$ cat src/rtl/fsm_watchdog_pkg.sv
// Shared types for the FSM watchdog monitor: per-channel monitor states,
// fault cause encoding and a helper for the channel-index width.
package fsm_watchdog_pkg;

    typedef enum logic [1:0] {
        DISABLED = 2'd0,
        ARMED    = 2'd1,
        TIMEOUT  = 2'd2,
        ILLEGAL  = 2'd3
    } chan_state_e;

    typedef enum logic {
        CAUSE_TIMEOUT = 1'b0,
        CAUSE_ILLEGAL = 1'b1
    } cause_e;

    // Width of a channel index; a single channel still needs one bit.
    function automatic int ch_idx_w(input int num_ch);
        return (num_ch > 1) ? $clog2(num_ch) : 1;
    endfunction

endpackage

$ cat src/rtl/fsm_watchdog_chan.sv
// One monitored channel: tracks the observed FSM state, counts stalled
// cycles and latches a sticky timeout or illegal-encoding fault.
module fsm_watchdog_chan
    import fsm_watchdog_pkg::*;
#(
    parameter int STATE_W    = 3,
    parameter int NUM_STATES = 6,
    parameter int CNT_W      = 16
) (
    input  logic               clk,
    input  logic               rst,
    input  logic               i_enable,
    input  logic               i_clear,
    input  logic [CNT_W-1:0]   i_timeout_val,
    input  logic [STATE_W-1:0] i_state,
    output logic               o_timeout_flag,
    output logic               o_illegal_flag,
    output logic               o_trip,
    output cause_e             o_trip_cause
);

    // One extra bit so NUM_STATES == 2**STATE_W still compares correctly.
    localparam logic [STATE_W:0] LP_NUM_STATES = (STATE_W + 1)'(NUM_STATES);

    chan_state_e        r_state;
    chan_state_e        w_state_nxt;
    logic [STATE_W-1:0] r_state_q;
    logic [CNT_W-1:0]   r_stall_cnt;
    logic               w_illegal;
    logic               w_timeout;
    logic [CNT_W-1:0]   w_limit_m1;

    assign w_limit_m1 = i_timeout_val - CNT_W'(1);
    assign w_illegal  = ({1'b0, i_state} >= LP_NUM_STATES);
    // Equality compare: a counter already past a newly lowered limit never
    // matches until a state change restarts the count.
    assign w_timeout  = (i_timeout_val != '0) && (i_state == r_state_q) &&
                        (r_stall_cnt == w_limit_m1);

    // Monitor state register.
    always_ff @(posedge clk) begin
        if (rst) begin
            r_state <= DISABLED;
        end else begin
            r_state <= w_state_nxt;
        end
    end

    // Next-state logic: disable beats clear, clear beats any trip, illegal beats timeout.
    always_comb begin
        w_state_nxt = r_state;
        case (r_state)
            DISABLED: begin
                if (i_enable) begin
                    w_state_nxt = ARMED;
                end else begin
                    w_state_nxt = DISABLED;
                end
            end
            ARMED: begin
                if (!i_enable) begin
                    w_state_nxt = DISABLED;
                end else if (i_clear) begin
                    w_state_nxt = ARMED;
                end else if (w_illegal) begin
                    w_state_nxt = ILLEGAL;
                end else if (w_timeout) begin
                    w_state_nxt = TIMEOUT;
                end else begin
                    w_state_nxt = ARMED;
                end
            end
            TIMEOUT, ILLEGAL: begin
                if (!i_enable) begin
                    w_state_nxt = DISABLED;
                end else if (i_clear) begin
                    w_state_nxt = ARMED;
                end else begin
                    w_state_nxt = r_state;
                end
            end
            default: begin
                w_state_nxt = DISABLED;
            end
        endcase
    end

    // Observed-state copy and stall counter; both freeze while a fault is held.
    always_ff @(posedge clk) begin
        if (rst) begin
            r_state_q   <= '0;
            r_stall_cnt <= '0;
        end else if (!i_enable) begin
            r_state_q   <= r_state_q;
            r_stall_cnt <= '0;
        end else if ((r_state == DISABLED) || i_clear) begin
            r_state_q   <= i_state;
            r_stall_cnt <= '0;
        end else if (r_state == ARMED) begin
            r_state_q <= i_state;
            if (i_state != r_state_q) begin
                r_stall_cnt <= '0;
            end else if (r_stall_cnt != '1) begin
                r_stall_cnt <= r_stall_cnt + CNT_W'(1);
            end else begin
                r_stall_cnt <= r_stall_cnt;
            end
        end else begin
            r_state_q   <= r_state_q;
            r_stall_cnt <= r_stall_cnt;
        end
    end

    // Output decode: flags come from the state register only; trip is the
    // ARMED-to-fault transition, used by the top for first-fault capture.
    always_comb begin
        o_timeout_flag = (r_state == TIMEOUT);
        o_illegal_flag = (r_state == ILLEGAL);
        o_trip         = (r_state == ARMED) &&
                         ((w_state_nxt == TIMEOUT) || (w_state_nxt == ILLEGAL));
        if (w_state_nxt == ILLEGAL) begin
            o_trip_cause = CAUSE_ILLEGAL;
        end else begin
            o_trip_cause = CAUSE_TIMEOUT;
        end
    end

endmodule

$ cat src/rtl/fsm_watchdog_monitor.sv
// Multi-channel FSM watchdog: one monitor per channel, a combined interrupt
// and capture of the first channel (and cause) to fault while irq was idle.
module fsm_watchdog_monitor
    import fsm_watchdog_pkg::*;
#(
    parameter int NUM_CH     = 4,
    parameter int STATE_W    = 3,
    parameter int NUM_STATES = 6,
    parameter int CNT_W      = 16
) (
    input  logic                          clk,
    input  logic                          rst,
    input  logic [NUM_CH-1:0]             enable,
    input  logic [CNT_W-1:0]              timeout_val,
    input  logic [NUM_CH*STATE_W-1:0]     state_in,
    input  logic [NUM_CH-1:0]             clear,
    output logic [NUM_CH-1:0]             timeout_flag,
    output logic [NUM_CH-1:0]             illegal_flag,
    output logic                          irq,
    output logic [ch_idx_w(NUM_CH)-1:0]   first_ch,
    output logic                          first_cause
);

    localparam int LP_CH_W = ch_idx_w(NUM_CH);

    logic [NUM_CH-1:0]  w_trip;
    cause_e             w_trip_cause [NUM_CH];
    logic               w_any_trip;
    logic [LP_CH_W-1:0] w_sel_ch;
    cause_e             w_sel_cause;
    logic [LP_CH_W-1:0] r_first_ch;
    cause_e             r_first_cause;

    for (genvar g = 0; g < NUM_CH; g++) begin : g_chan
        fsm_watchdog_chan #(
            .STATE_W    (STATE_W),
            .NUM_STATES (NUM_STATES),
            .CNT_W      (CNT_W)
        ) u_chan (
            .clk            (clk),
            .rst            (rst),
            .i_enable       (enable[g]),
            .i_clear        (clear[g]),
            .i_timeout_val  (timeout_val),
            .i_state        (state_in[g*STATE_W +: STATE_W]),
            .o_timeout_flag (timeout_flag[g]),
            .o_illegal_flag (illegal_flag[g]),
            .o_trip         (w_trip[g]),
            .o_trip_cause   (w_trip_cause[g])
        );
    end

    assign irq         = (|timeout_flag) | (|illegal_flag);
    assign first_ch    = r_first_ch;
    assign first_cause = r_first_cause;

    // Priority encoder: scan high to low so the lowest tripping index wins.
    always_comb begin
        w_any_trip  = 1'b0;
        w_sel_ch    = '0;
        w_sel_cause = CAUSE_TIMEOUT;
        for (int n = NUM_CH - 1; n >= 0; n--) begin
            if (w_trip[n]) begin
                w_any_trip  = 1'b1;
                w_sel_ch    = LP_CH_W'(n);
                w_sel_cause = w_trip_cause[n];
            end else begin
                w_any_trip  = w_any_trip;
            end
        end
    end

    // First-fault capture: latch only while no flag is up, then hold.
    always_ff @(posedge clk) begin
        if (rst) begin
            r_first_ch    <= '0;
            r_first_cause <= CAUSE_TIMEOUT;
        end else if (!irq && w_any_trip) begin
            r_first_ch    <= w_sel_ch;
            r_first_cause <= w_sel_cause;
        end else begin
            r_first_ch    <= r_first_ch;
            r_first_cause <= r_first_cause;
        end
    end

endmodule

$ cat config.mk
export PLATFORM = sky130hd
export DESIGN_NAME = fsm_watchdog_monitor
export DESIGN_NICKNAME = d
export VERILOG_FILES = /design/src/rtl/fsm_watchdog_pkg.sv /design/src/rtl/fsm_watchdog_chan.sv /design/src/rtl/fsm_watchdog_monitor.sv
export SDC_FILE = /design/constraint.sdc
export NUM_CORES = 1
export LEC_CHECK = 0
export CAP_MARGIN = 20
export CORE_MARGIN = 1
export CORE_UTILIZATION = 53
export DETAILED_ROUTE_END_ITERATION = 6
export PLACE_DENSITY = 0.84
export RECOVER_POWER = 25
export REMOVE_ABC_BUFFERS = 1
export SYNTH_ARGS = -nofsm -noshare
export SYNTH_HDL_FRONTEND = slang
export SYNTH_SLANG_ARGS = --single-unit
$ cat constraint.sdc
create_clock -name clk -period 3.8 [get_ports clk]
set_input_delay 1.14 -clock clk [delete_from_list [all_inputs] [get_ports clk]]
set_output_delay 1.14 -clock clk [all_outputs]
set_load 0.005 [all_outputs]
======== After elaboration in Yosys (flattened, before gate mapping) ========
Cells that the tools add are included.
storage, ports and cells
  output and inout port bits .............. 12
  logic and storage cells ................. 181
  bits in registers ....................... 87
cells by class
  equality and inequality tests ........... 36
  reductions and logical operators ........ 53
  bitwise logic cells ..................... 5
  mux-type cells .......................... 64
  $lt $le $gt $ge ......................... 4
  add/subtract/negate cells ............... 5
operator list
  operator                                            count
  two-way mux 16 bit                                  8
  adder 16 x 1 -> 16 bit, second input constant       4
  == test 16 bit                                      4
  != test 16 bit, second input constant               4
  two-way mux 2 bit                                   28
  == test 2 bit, second input constant                16
  two-way mux 3 bit                                   8
  one-hot mux 2 bit (3 select lines)                  4
  two-way mux 1 bit                                   16
  AND reduction 2 bit                                 8
  nonzero test 16 bit                                 1
  nonzero test 2 bit                                  8
  subtractor 16 x 1 -> 16 bit, second input constant  1
  logical AND 1 bit                                   13
  == test 3 bit                                       4
  >= comparator 3 bit, second input constant          4
  != test 3 bit                                       4
  OR reduction 3 bit                                  4
  == test 2 x 1 -> 1 bit, second input constant       4
  logical NOT 2 bit                                   4
  logical OR 1 bit                                    8
  OR reduction 2 bit                                  4
  OR reduction 4 bit                                  2
  NOT 1 bit                                           4
  2 further kinds                                     2

======== Logic depth before layout (Yosys ltp) ========
Gate-level depths: netlist of run 1.
  word-level depth ........................ 16
  gate-level depth with buffers ........... 14
  depth with buffers taken out ............ 11

======== Modules after synthesis ========
From an unflattened synthesis of run 1, not the netlist that was laid out.
unflattened totals
  cells, all modules ...................... 892
  area total of the unflattened synthesis .. 6847.8 um2
modules (own cells, without submodules)
  module                                    area each (um2)  times used  cells each  sequential area each (um2)
  fsm_watchdog_chan (g_chan[1].u_chan ...)  1632.8           2           214         420.4
  fsm_watchdog_chan (g_chan[3].u_chan)      1714.1           1           228         420.4
  fsm_watchdog_chan (g_chan[0].u_chan)      1650.3           1           211         420.4
  fsm_watchdog_monitor                      217.7            1           25          60.1

======== Least setup slack after synthesis of run 1 ========
No wires, ideal clock.
  kind .................................... input-to-reg
  from .................................... input port timeout_val[0]
  to ...................................... register r_first_cause (netlist: first_cause)
  library setup time ...................... 0.121 ns
  slack ................................... -0.173 ns
  buffers on the path ..................... 3
  stages on the path ...................... 14
  arrival time ............................ 3.851 ns
  cells stage by stage .................... buf_6 inv_1 ha_1 nand2b_1 clkbuf_1 or2_0 clkbuf_1 o31ai_1 or4_1 or4_4 o21a_1 o211ai_2 o41a_1 o31ai_2
between the ends
  word-level cells in the longest chain between the ends .. 16
ends and longest elaborated chain
  what                                                                       RTL line                                            source
  from (decl)                                                                fsm_watchdog_monitor.sv:14                          input logic [CNT_W-1:0] timeout_val,
  subtractor 16 x 1 -> 16 bit / nonzero test 16 bit (equally long branches)  fsm_watchdog_chan.sv:33, fsm_watchdog_chan.sv:37
  == test 16 bit / logical AND 1 bit (equally long branches)                 fsm_watchdog_chan.sv:38, fsm_watchdog_chan.sv:37
  logical AND 1 bit                                                          fsm_watchdog_chan.sv:37                             assign w_timeout = (i_timeout_val != '0) && (i_state == r_state_q) &&
  two-way mux 2 bit                                                          fsm_watchdog_chan.sv:67                             end else if (w_timeout) begin
  two-way mux 2 bit                                                          fsm_watchdog_chan.sv:65                             end else if (w_illegal) begin
  two-way mux 2 bit                                                          fsm_watchdog_chan.sv:63                             end else if (i_clear) begin
  two-way mux 2 bit                                                          fsm_watchdog_chan.sv:61                             if (!i_enable) begin
  one-hot mux 2 bit (3 select lines)                                         fsm_watchdog_chan.sv:52                             case (r_state)
  == test 2 bit (on tied branches)                                           fsm_watchdog_chan.sv:120, fsm_watchdog_chan.sv:121
  logical OR 1 bit                                                           fsm_watchdog_chan.sv:120                            ((w_state_nxt == TIMEOUT) || (w_state_nxt == ILLEGAL));
  logical AND 1 bit                                                          fsm_watchdog_chan.sv:119                            o_trip = (r_state == ARMED) &&
  two-way mux 1 bit (4 in a row)                                             fsm_watchdog_monitor.sv:63                          if (w_trip[n]) begin
  logical AND 1 bit                                                          fsm_watchdog_monitor.sv:78                          end else if (!irq && w_any_trip) begin
  to (signal assigned)                                                       fsm_watchdog_monitor.sv:80                          r_first_cause <= w_sel_cause;
  to (signal assigned)                                                       fsm_watchdog_monitor.sv:83                          r_first_cause <= r_first_cause;
  to (decl)                                                                  fsm_watchdog_monitor.sv:32                          cause_e r_first_cause;
Parallel ways exist; a longest one is shown, timed or not.
A chain may end at the register's enable or synchronous reset.

======== Final worst setup path of run 1 ========
  from .................................... input port timeout_val[3]
  to ...................................... register r_first_ch[0] (netlist: first_ch[0])
between the ends
  word-level cells in the longest chain between the ends .. 16
ends and longest elaborated chain
  what                                                                       RTL line                                          source
  subtractor 16 x 1 -> 16 bit / nonzero test 16 bit (equally long branches)  fsm_watchdog_chan.sv:33, fsm_watchdog_chan.sv:37
  == test 16 bit / logical AND 1 bit (equally long branches)                 fsm_watchdog_chan.sv:38, fsm_watchdog_chan.sv:37
  logical AND 1 bit                                                          fsm_watchdog_chan.sv:37
  two-way mux 2 bit                                                          fsm_watchdog_chan.sv:67
  two-way mux 2 bit                                                          fsm_watchdog_chan.sv:65
  two-way mux 2 bit                                                          fsm_watchdog_chan.sv:63
  two-way mux 2 bit                                                          fsm_watchdog_chan.sv:61
  one-hot mux 2 bit (3 select lines)                                         fsm_watchdog_chan.sv:52
  == test 2 bit                                                              fsm_watchdog_chan.sv:120
  logical OR 1 bit                                                           fsm_watchdog_chan.sv:120
  logical AND 1 bit                                                          fsm_watchdog_chan.sv:119
  two-way mux 1 bit (4 in a row)                                             fsm_watchdog_monitor.sv:63
  logical AND 1 bit                                                          fsm_watchdog_monitor.sv:78
  to (signal assigned)                                                       fsm_watchdog_monitor.sv:79                        r_first_ch <= w_sel_ch;
  to (signal assigned)                                                       fsm_watchdog_monitor.sv:82                        r_first_ch <= r_first_ch;
  to (decl)                                                                  fsm_watchdog_monitor.sv:31                        logic [LP_CH_W-1:0] r_first_ch;
Parallel ways exist; a longest one is shown, timed or not.

==> results of run 1 <==
[per-layer routing]
metal | vias up | GRT usage | part of all wire | wire (um)
li1 | 2846 | - | - | -
met1 | 2800 | 0.384 | 0.40 | 7310
met2 | 246 | 0.547 | 0.48 | 8740
met3 | 70 | 0.0766 | 0.068 | 1230
met4 | 0 | 0.160 | 0.046 | 834
met5 | - | 0 | 0 | 0
[final cells by class]
cell class	count	area (um2)	share of cell area
inverter	27	101	0.0135
multi-input combinational	595	4080	0.543
sequential	87	1740	0.232
clock buffer	9	124	0.0165
timing repair buffer	146	1220	0.162
clock inverter	4	73.8	0.00983
tap	140	175	0.0233
[worst max path at each step]
stage	startpoint	end	slack [ps]	cells after the start
floorplan	timeout_val[0]	first_cause	-20	11
global placement	timeout_val[0]	first_cause	-710	12
detailed placement	timeout_val[1]	first_ch[0]	-800	12
CTS	timeout_val[11]	first_ch[1]	10	10
global route	timeout_val[12]	first_ch[1]	-8	13
finish	timeout_val[3]	first_ch[0]	60	15
[worst max-delay path, delay by kind of cell]
family	cells	cell delay, ps
simple gates	4	690
xor+xnor	2	440
buf+inv	6	1190
compound gates	3	500
[Yosys cell counts (6+ instances only)]
master    count
dfxtp_1      87
buf_4         9
nand2b_1     13
clkbuf_1     19
ha_1          6
xor2_1       54
and3_1       18
o21ai_0      31
and2_1        8
nand4_1      20
nor3_1       18
nor2_1      119
nor4_1       12
or3_1        13
xnor2_1      68
mux2i_1      15
xnor3_1       7
nand3_1      32
a21oi_1      24
nor2b_1       8
nand2_1      38
inv_1        27
a31oi_1       7
[cells by family after synthesis]
logic type	after synthesis
muxes	16
adders and majority gates	6
AOI/OAI and AO/OA	111
xor gates and xnor gates	130
and+or+nand+nor	332
buffers and inverters	65
DFF	87
[through the flow]
| stage | setup TNS (ps) | setup WS (ps) | power [mW] | hold slack [ps] | cells |
|---|---|---|---|---|---|
| 2_1_floorplan | -17.5 | -17.5 | 1.09 | 455 | 709 |
| 3_3_place_gp | -4710 | -706 | 1.26 | 469 | 986 |
| 3_5_place_dp | -5440 | -804 | 1.26 | 459 | 986 |
| 4_1_cts | 0 | 11.6 | 1.95 | 483 | 1004 |
| 5_1_grt | -12.5 | -7.75 | 2.02 | 510 | 1008 |
| 6_report | 0 | 62.8 | 1.95 | 476 | 1008 |
[what timing repair did]
item,in CTS,in global routing
gates cloned,1,0
hold endpoints to repair,0,0
setup buffers,4,4
pin swaps,19,17
setup endpoints to repair,8,6
resized for setup,36,27
[flip-flops by register name (all words and copies together) (netlist names)]
name	cells
g_chan.u_chan.r_state	8
first_ch	2
g_chan.u_chan.r_state_q	12
g_chan.u_chan.r_stall_cnt	64
first_cause	1
[power by group through the flow]
stage	Combinational, mW	Clock [mW]	Sequential, mW
floorplan	0.139	0	0.950
global placement	0.305	0	0.951
detailed placement	0.311	0	0.952
CTS	0.321	0.697	0.930
finish	0.334	0.685	0.930
global route	0.356	0.735	0.932
==> results.sh, run 1 <==
export IMPL_layout_min_cycle_time_ps=3740
export IMPL_r2r_end="first_ch[0]"
export IMPL_swShare=0.259
export IMPL_synth_top_area_frac=0.292
export IMPL_clk_insertion_delay_late_ps=380
export IMPL_die_area_mm2=0.0117
export IMPL_crit_arrival_ps=3960
export IMPL_cp_required_ps=4020
export IMPL_finClkSkew_ps=8.39
export IMPL_leakagePower_nw=2.79
export IMPL_p_int_mw=1.44
export IMPL_final_common_cell="nor2_1"
export IMPL_slowest_stage="nor4_1"
export IMPL_relSlewSlack=0.469
export IMPL_ir_drop_v=0.000257
export IMPL_yosys_top_cells_area="dfxtp_1 (29%), xnor2_1 (10%), xor2_1 (7.9%)"
export IMPL_hold_violations=0
export IMPL_drv_cap=0
export IMPL_cts_tree="done"
export IMPL_path_clk_slew_ps=80
export IMPL_worst_setup_path_type="in -> reg"
export IMPL_fin_crit_sh=0.983
export IMPL_critPathMaxFanout=4
export IMPL_power_density_mw_per_mm2=260
export IMPL_place_congestion=1.03
export IMPL_finalInstanceArea_mm2=0.00751
export IMPL_grt_pass1_wl_um=28900
export IMPL_synth_async_reset_ratio=0
export IMPL_dp_hpwl_um=13800
export IMPL_placedInstanceArea_mm2=0.00710
export IMPL_hold_path_class="reg -> reg"
export IMPL_ys_types=68
export IMPL_port_buffers=49
export IMPL_drtPass1Iterations=6
export IMPL_synth_top_family_by_area="simple AND/OR/NAND/NOR gates"
export IMPL_routedWlPerCell_um=18.0
export IMPL_first_iter_violations=387
export IMPL_rsz0062_at_grt="yes"
export IMPL_layout_nets=910
export IMPL_fillers=883
export IMPL_r2r_start="g_chan[2].u_chan.r_stall_cnt[3]"
export IMPL_muxShareOfSynthArea=0.0271
export IMPL_status="finished, final reports clean"
export IMPL_grt_pass1_vias=5962
export IMPL_r2r_cells=11
export IMPL_n_antenna_cell=0
export IMPL_postSynthCellCount=747
export IMPL_antenna_found_initial=0
export IMPL_synth_simple_gate_area_frac=0.283
export IMPL_synth_edf_count=0
export IMPL_hp_start="first_ch[1]"
export IMPL_worstHoldEndpoint="first_ch[1]"
export IMPL_grt_overflow=0
export IMPL_cts_buffers=9
export IMPL_synth_area_mm2=0.00596
export IMPL_setup_viol=0
export IMPL_synth_warnings=0
export IMPL_timing_fmax_mhz=268
export IMPL_synth_compound_area_frac=0.126
export IMPL_final_util=0.690
export IMPL_final_max_slew_viol_count=0
export IMPL_p_sw_mw=0.504
export IMPL_core_area_mm2=0.0109
export IMPL_most_common_layout_cells="nor2_1 (117), buf_4 (89), dfxtp_1 (87), xnor2_1 (67), xor2_1 (54)"
export IMPL_htreeDepth=3
export IMPL_hold_path_cell_count=2
export IMPL_die_w_um=108
export IMPL_drc=0
export IMPL_crit_top_cell="buf_4"
export IMPL_r2r_slack_ps=990
export IMPL_pwr_share_comb=0.171
export IMPL_vias_per_cell=5.91
export IMPL_root_buffer="clkbuf_8"
export IMPL_vias=5962
export IMPL_grtUsageTotal=0.324
export IMPL_seqPwrFrac=0.477
export IMPL_io_pins=50
export IMPL_cts_hold_buf=0
export IMPL_layout_drive_gt1_share=0.181
export IMPL_synth_xor_area_frac=0.208
export IMPL_clock_sinks=87
export IMPL_area_growth_pct=25.9
export IMPL_ys_seq_elements=87
export IMPL_ys_seq_area_frac=0.292
export IMPL_tightest_slew_ps=790
export IMPL_initial_core_util=0.548
export IMPL_clockBufferDepth=2
export IMPL_crit_path_cell_trace="dlygate4sd2_1 > buf_4 > nor4_1 > buf_4 > nand3_1 > xor2_1 > buf_4 > xor2_1 > nand4b_1 > buf_4 > o31ai_4 > buf_4 > nand3_1 > o21ai_0 > a221oi_1"
export IMPL_grt_max_degree=16
export IMPL_timing_critical_path_from_type="input port"
export IMPL_row_count=38
export IMPL_yosysTopAreaCell="dfxtp_1"
export IMPL_fp_dieH_um=108
export IMPL_crit_path_end_kind="register"
export IMPL_slowest_delay_ps=380
export IMPL_synth_fa_ha_area_frac=0.0126
export IMPL_clkPwrFrac=0.351
export IMPL_postRouteAntennaNets=0
export IMPL_postRouteWirelength_um=18100
export IMPL_syn_area_per_cell_um2=7.98
export IMPL_yosys_most_used_dff="dfxtp_1"
Note: power is estimated with default switching activity, not from simulation.
==> inputs of run 2 (changes only) <==
--- a/config.mk
+++ b/config.mk
@@ -12,6 +12,7 @@
 export PLACE_DENSITY = 0.84
 export RECOVER_POWER = 25
 export REMOVE_ABC_BUFFERS = 1
+export SLEW_MARGIN = 20
 export SYNTH_ARGS = -nofsm -noshare
 export SYNTH_HDL_FRONTEND = slang
 export SYNTH_SLANG_ARGS = --single-unit
==> results of run 2 <==
Final layout, timing and power as in run 1 (identical DEF).
